[src/rtl/fetch_ctrl_pkg.sv]
// Shared constants and state encoding for the instruction-fetch controller.
package fetch_ctrl_pkg;

  // Default first fetch address after reset and exception vector.
  localparam logic [31:0] FETCH_RESET_ADDR = 32'hbfc0_0000;
  localparam logic [31:0] FETCH_EXC_VECTOR = 32'hbfc0_0380;

  // Fetch sequencer states.
  typedef enum logic [1:0] {
    ST_BOOT = 2'd0,
    ST_RUN  = 2'd1,
    ST_HOLD = 2'd2
  } fetch_state_e;

endpackage : fetch_ctrl_pkg

[src/rtl/fetch_pc_mux.sv]
// Priority select of the next fetch address.
// Order: boot > exception > eret > stall > taken branch > sequential.
module fetch_pc_mux #(
  parameter logic [31:0] EXC_VECTOR = 32'hbfc0_0380
) (
  input  logic        boot,
  input  logic        exc_flush,
  input  logic        eret_flush,
  input  logic        stall,
  input  logic        br_taken,
  input  logic [31:0] br_target,
  input  logic [31:0] epc,
  input  logic [31:0] issue_pc,
  input  logic [31:0] fetch_pc,
  output logic [31:0] sel_pc,
  output logic        load_pc,
  output logic        ir_write,
  output logic        hold
);

  // Pick the address to present this cycle and whether the PC registers advance.
  always_comb begin
    sel_pc   = issue_pc;
    load_pc  = 1'b1;
    ir_write = 1'b0;
    hold     = 1'b0;
    if (boot) begin
      // First fetch after reset: nothing is arriving yet, stall is ignored.
      sel_pc   = issue_pc;
      ir_write = 1'b0;
    end else if (exc_flush) begin
      sel_pc   = EXC_VECTOR;
      ir_write = 1'b0;
    end else if (eret_flush) begin
      sel_pc   = epc;
      ir_write = 1'b0;
    end else if (stall) begin
      // Re-read the pending word so rdata stays valid while ID holds.
      sel_pc   = fetch_pc;
      load_pc  = 1'b0;
      hold     = 1'b1;
    end else if (br_taken) begin
      // Zero-bubble redirect; the word arriving now is the delay slot.
      sel_pc   = br_target;
      ir_write = 1'b1;
    end else begin
      sel_pc   = issue_pc;
      ir_write = 1'b1;
    end
  end

endmodule : fetch_pc_mux

[src/rtl/fetch_ctrl.sv]
// Fetch-stage sequencer: drives the instruction SRAM address every cycle and
// tracks which PC's data is arriving on the 1-cycle-latency read port.
module fetch_ctrl
  import fetch_ctrl_pkg::*;
#(
  parameter logic [31:0] RESET_ADDR = FETCH_RESET_ADDR,
  parameter logic [31:0] EXC_VECTOR = FETCH_EXC_VECTOR
) (
  input  logic        clk,
  input  logic        rst,
  input  logic        stall,
  input  logic        id_is_branch,
  input  logic        id_br_taken,
  input  logic [31:0] id_br_target,
  input  logic        exc_flush,
  input  logic        eret_flush,
  input  logic [31:0] epc,
  output logic        inst_sram_en,
  output logic [31:0] inst_sram_addr,
  output logic [31:0] PC_next,
  output logic        PC_AdEL,
  output logic        IRWrite,
  output logic        DSI
);

  fetch_state_e state_reg;
  fetch_state_e state_next;
  logic [31:0]  issue_pc_reg;
  logic [31:0]  fetch_pc_reg;

  logic [31:0]  sel_pc;
  logic         load_pc;
  logic         ir_write;
  logic         hold;
  logic         boot;

  assign boot = (state_reg == ST_BOOT);

  fetch_pc_mux #(
    .EXC_VECTOR (EXC_VECTOR)
  ) u_pc_mux (
    .boot       (boot),
    .exc_flush  (exc_flush),
    .eret_flush (eret_flush),
    .stall      (stall),
    .br_taken   (id_br_taken),
    .br_target  (id_br_target),
    .epc        (epc),
    .issue_pc   (issue_pc_reg),
    .fetch_pc   (fetch_pc_reg),
    .sel_pc     (sel_pc),
    .load_pc    (load_pc),
    .ir_write   (ir_write),
    .hold       (hold)
  );

  // State register.
  always_ff @(posedge clk) begin
    if (rst) begin
      state_reg <= ST_BOOT;
    end else begin
      state_reg <= state_next;
    end
  end

  // Next state: BOOT always moves on; a non-flushed stall parks in HOLD.
  always_comb begin
    state_next = state_reg;
    if (boot) begin
      state_next = ST_RUN;
    end else if (hold) begin
      state_next = ST_HOLD;
    end else begin
      state_next = ST_RUN;
    end
  end

  // PC registers: the presented address becomes the arriving PC next cycle.
  always_ff @(posedge clk) begin
    if (rst) begin
      issue_pc_reg <= RESET_ADDR;
      fetch_pc_reg <= RESET_ADDR;
    end else if (load_pc) begin
      fetch_pc_reg <= sel_pc;
      issue_pc_reg <= sel_pc + 32'd4;
    end
  end

  // Outputs; reset forces quiet values regardless of register contents.
  always_comb begin
    inst_sram_en   = ~rst;
    inst_sram_addr = rst ? {RESET_ADDR[31:2], 2'b00} : {sel_pc[31:2], 2'b00};
    PC_next        = rst ? RESET_ADDR : fetch_pc_reg;
    IRWrite        = ~rst & ir_write;
    DSI            = id_is_branch & IRWrite;
    PC_AdEL        = ~rst & ~boot & (fetch_pc_reg[1:0] != 2'b00);
  end

endmodule : fetch_ctrl

[config.mk]
export PLATFORM = sky130hd
export DESIGN_NAME = fetch_ctrl
export DESIGN_NICKNAME = d
export VERILOG_FILES = /design/src/rtl/fetch_ctrl_pkg.sv /design/src/rtl/fetch_pc_mux.sv /design/src/rtl/fetch_ctrl.sv
export SDC_FILE = /design/constraint.sdc
export NUM_CORES = 1
export LEC_CHECK = 0
export CORE_MARGIN = 10
export CORE_UTILIZATION = 51
export DETAILED_ROUTE_END_ITERATION = 7
export HOLD_SLACK_MARGIN = 0.08
export PLACE_DENSITY = 0.94
export SLEW_MARGIN = 20
export SYNTH_ARGS = -nofsm -noshare
export SYNTH_HDL_FRONTEND = slang
export SYNTH_SLANG_ARGS = --single-unit
[constraint.sdc]
create_clock -name clk -period 7.5 [get_ports clk]
set_input_delay 2.25 -clock clk [delete_from_list [all_inputs] [get_ports clk]]
set_output_delay 2.25 -clock clk [all_outputs]
set_load 0.03 [all_outputs]
==> flow_summary.yaml <==
die:
  num_rows: 33
  initial_core_util_pct: 53.15
  io_pins: 139
  die_h_microns: 113.2
  die_area_sq_mm: 0.01282
  fp.dieW_microns: 113.2
  core_sq_mm: 0.008341
clock_tree:
  tritoncts: "yes"
  root_buffer: "clkbuf_8"
  post_cts_resized: 0
  hold_buffers: 0
  clk_pin_slew_ns: 0.07
  h-tree-depth: 3
  clkSinkCount: 64
  post_cts_buffers: 0
  cts_buffer_depth: 2
  numCtsBuffers: 9
  clk_latency_ns: 0.35
sta:
  final_hold_viol_count: 0
  drv_slew: 0
  worst_clock_skew_ns: 0.007897
  min_period_ns: 6.802
  fin_crit_sh_pct: 90.69
  worst_slew_pin_slew_ns: 0.9760
  setup_tns_ns: 0
  rsz0062_at_grt: "false"
  finalSetupViolCount: 0
  max_freq_mhz: 147.0
  max_slew_margin_pct: 34.69
status:
  status: "completed"
drt:
  avgViaCountPerCell: 6.124
  drt_iter0_drc: 410
  drt-total-wl_mm: 15.83
  route.detailed.drc: 0
  wl_per_cell_microns: 19.67
  first_pass_iters: 5
  vias: 4930
  ant_nets: 0
power_and_ir_drop:
  power_density_mw_per_mm2: 166.8
  p_sw_uw: 331.7
  combPwrFrac_pct: 31.3
  switching_share_pct: 33.10
  p_int_uw: 670.4
  clkPwrFrac_pct: 30.8
  peakVddDrop_uv: 104.5
  p_leak_nw: 2.247
  p_seq_share_pct: 37.9
layout:
  multi_input_area_sq_mm: 0.002851
  layout-drive-gt1-share_pct: 13.29
  final_cell_mix: "107 x clkdlybuf4s50_1, 86 x nor2_1, 64 x dfxtp_1"
  layoutNonFillerInstCount: 805
  final_common_cell: "clkdlybuf4s50_1"
  synthToLayoutAreaGrowth_pct: 35.51
  largest_register_ff_count: 32
  fillers: 645
  diodes: 0
  nets: 767
  seq_area_sq_mm: 0.001281
global_routing:
  grt_max_degree: 51
  first_global_vias: 4999
  grt_first_pass_wirelength_mm: 25.05
  grt_antenna_before_repair: 0
  grt.overflow.total: 0
  track_usage_pct: 23.33
logic_synthesis:
  synth_top_family_by_area: "simple AND/OR/NAND/NOR gates"
  yosys.area_share.simple_pct: 36.86
  synth_enable_flop_cells: 0
  synth_xor_area_share_pct: 2.173
  syn_avg_cell_area_sq_um: 7.710
  synthArstFlopShare_pct: 0
  synthDistinctLibCells: 76
  syn-instance-count: 575
  ys_ff_latch: 64
  synthMuxAreaShare_pct: 2.710
  ys_dominant_reg_cell: "dfxtp_1"
  synth-adder-area-share_pct: 0.2822
  ys_seq_area_share_pct: 28.90
  synth_compound_area_share_pct: 22.13
  syn_area_sq_mm: 0.004433
  yosysWarningCount: 0
worst_setup_path:
  startpoint: "id_br_taken"
  rr_worst_depth: 8
  reg2reg_slack_ns: 3.84
  cp-start-kind: "input pin"
  r2r-start: "state_reg[1]$_SDFF_PN0_"
  crit_path_end_kind: "primary output"
  crit_fanout: 20
  r2r_end: "issue_pc_reg[21]$_SDFFE_PP0N_"
  path_class: "in2out"
  worstPathArrival_ns: 4.55
  crit_required_ns: 5.25
hold_path:
  whs_endpoint: "issue_pc_reg[7]$_SDFFE_PP0N_"
  hp-start: "issue_pc_reg[7]$_SDFFE_PP0N_"
  whs_path_depth: 2
  hold_path.class: "reg2reg"
placement:
  io_buffers: 136
  post-place-cells: 789
  hpwl_mm: 11.71
  gp_congestion: 0.8769
job:
  maxCapViolations: 0
[metal layers]
| metal | vias to the layer above | share of wire, % | track usage [%] |
|---|---|---|---|
| li1 | 2313 | - | - |
| met1 | 2271 | 41 | 28.18 |
| met2 | 305 | 47 | 38.67 |
| met3 | 41 | 9.7 | 5.335 |
| met4 | 0 | 2.9 | 10.15 |
| met5 | - | 0 | 0 |
[worst max path at each step]
stage | cells past startpoint | slack (ns) | to
finish | 7 | 0.70 | inst_sram_addr[22]
global route | 7 | 0.52 | inst_sram_addr[22]
CTS | 7 | 0.71 | inst_sram_addr[13]
detailed placement | 7 | 0.70 | inst_sram_addr[13]
global placement | 7 | 0.79 | inst_sram_addr[13]
floorplan | 4 | 1.16 | DSI
[cell families after synthesis]
logic type	after synthesis
and+or+nand+nor	304
AOI/OAI and AO/OA	125
DFF	64
buffers and inverters	57
muxes	12
xor gates and xnor gates	11
adders and majority gates	1
other	1
[cells in the mapped netlist, types with 12 or more instances]
master / count / area (sq um)
nor3_1: 18 / 90.09
mux2i_1: 12 / 120.1
nand3_1: 13 / 65.06
and2_1: 17 / 106.4
nor2_1: 86 / 322.8
dfxtp_1: 64 / 1281
or2_2: 14 / 87.58
nand2_1: 61 / 229.0
nor2b_1: 30 / 187.7
a211oi_1: 13 / 97.59
a21oi_1: 24 / 120.1
o21ai_0: 14 / 70.07
clkbuf_1: 19 / 71.32
[cell type report]
class / instances / area share (%)
Clock buffer: 13 / 2.645
Clock inverter: 3 / 0.6665
Inverter: 12 / 0.7498
Multi-Input combinational cell: 455 / 47.47
Sequential cell: 64 / 21.33
Tap cell: 105 / 2.187
Timing Repair Buffer: 153 / 24.95
[through the flow]
stage               setup slack, ns  utilization [%]  power (mW)  instance area [sq um]  hold WS, ns
floorplan                     1.159                -      0.5745                   4437       0.4260
global placement             0.7867            69.64      0.6878                   5808       0.4341
detailed placement           0.6990            69.64      0.6959                   5808       0.4458
CTS                          0.7053            72.02      0.9978                   6007       0.4576
global route                 0.5224            72.02       1.040                   6007       0.4841
finish                       0.6982            72.02       1.002                   6007       0.4617
[critical path, stage by stage]
cell	delay (ns)
clkdlybuf4s50_1	0.47
buf_4	0.25
mux2i_1	0.22
a211oi_1	0.08
a2111oi_0	0.78
o21ai_0	0.25
buf_4	0.23
[power by group through the flow]
stage                     combinational (mW)  sequential, mW  clock (mW)
after floorplan                        0.193           0.382           0
after global placement                 0.302           0.386           0
after detailed placement               0.309           0.387           0
after CTS                              0.311           0.380       0.307
after global routing                   0.334           0.383       0.323
final                                  0.314           0.380       0.308
No activity file was read; power rests on OpenSTA's default activity.
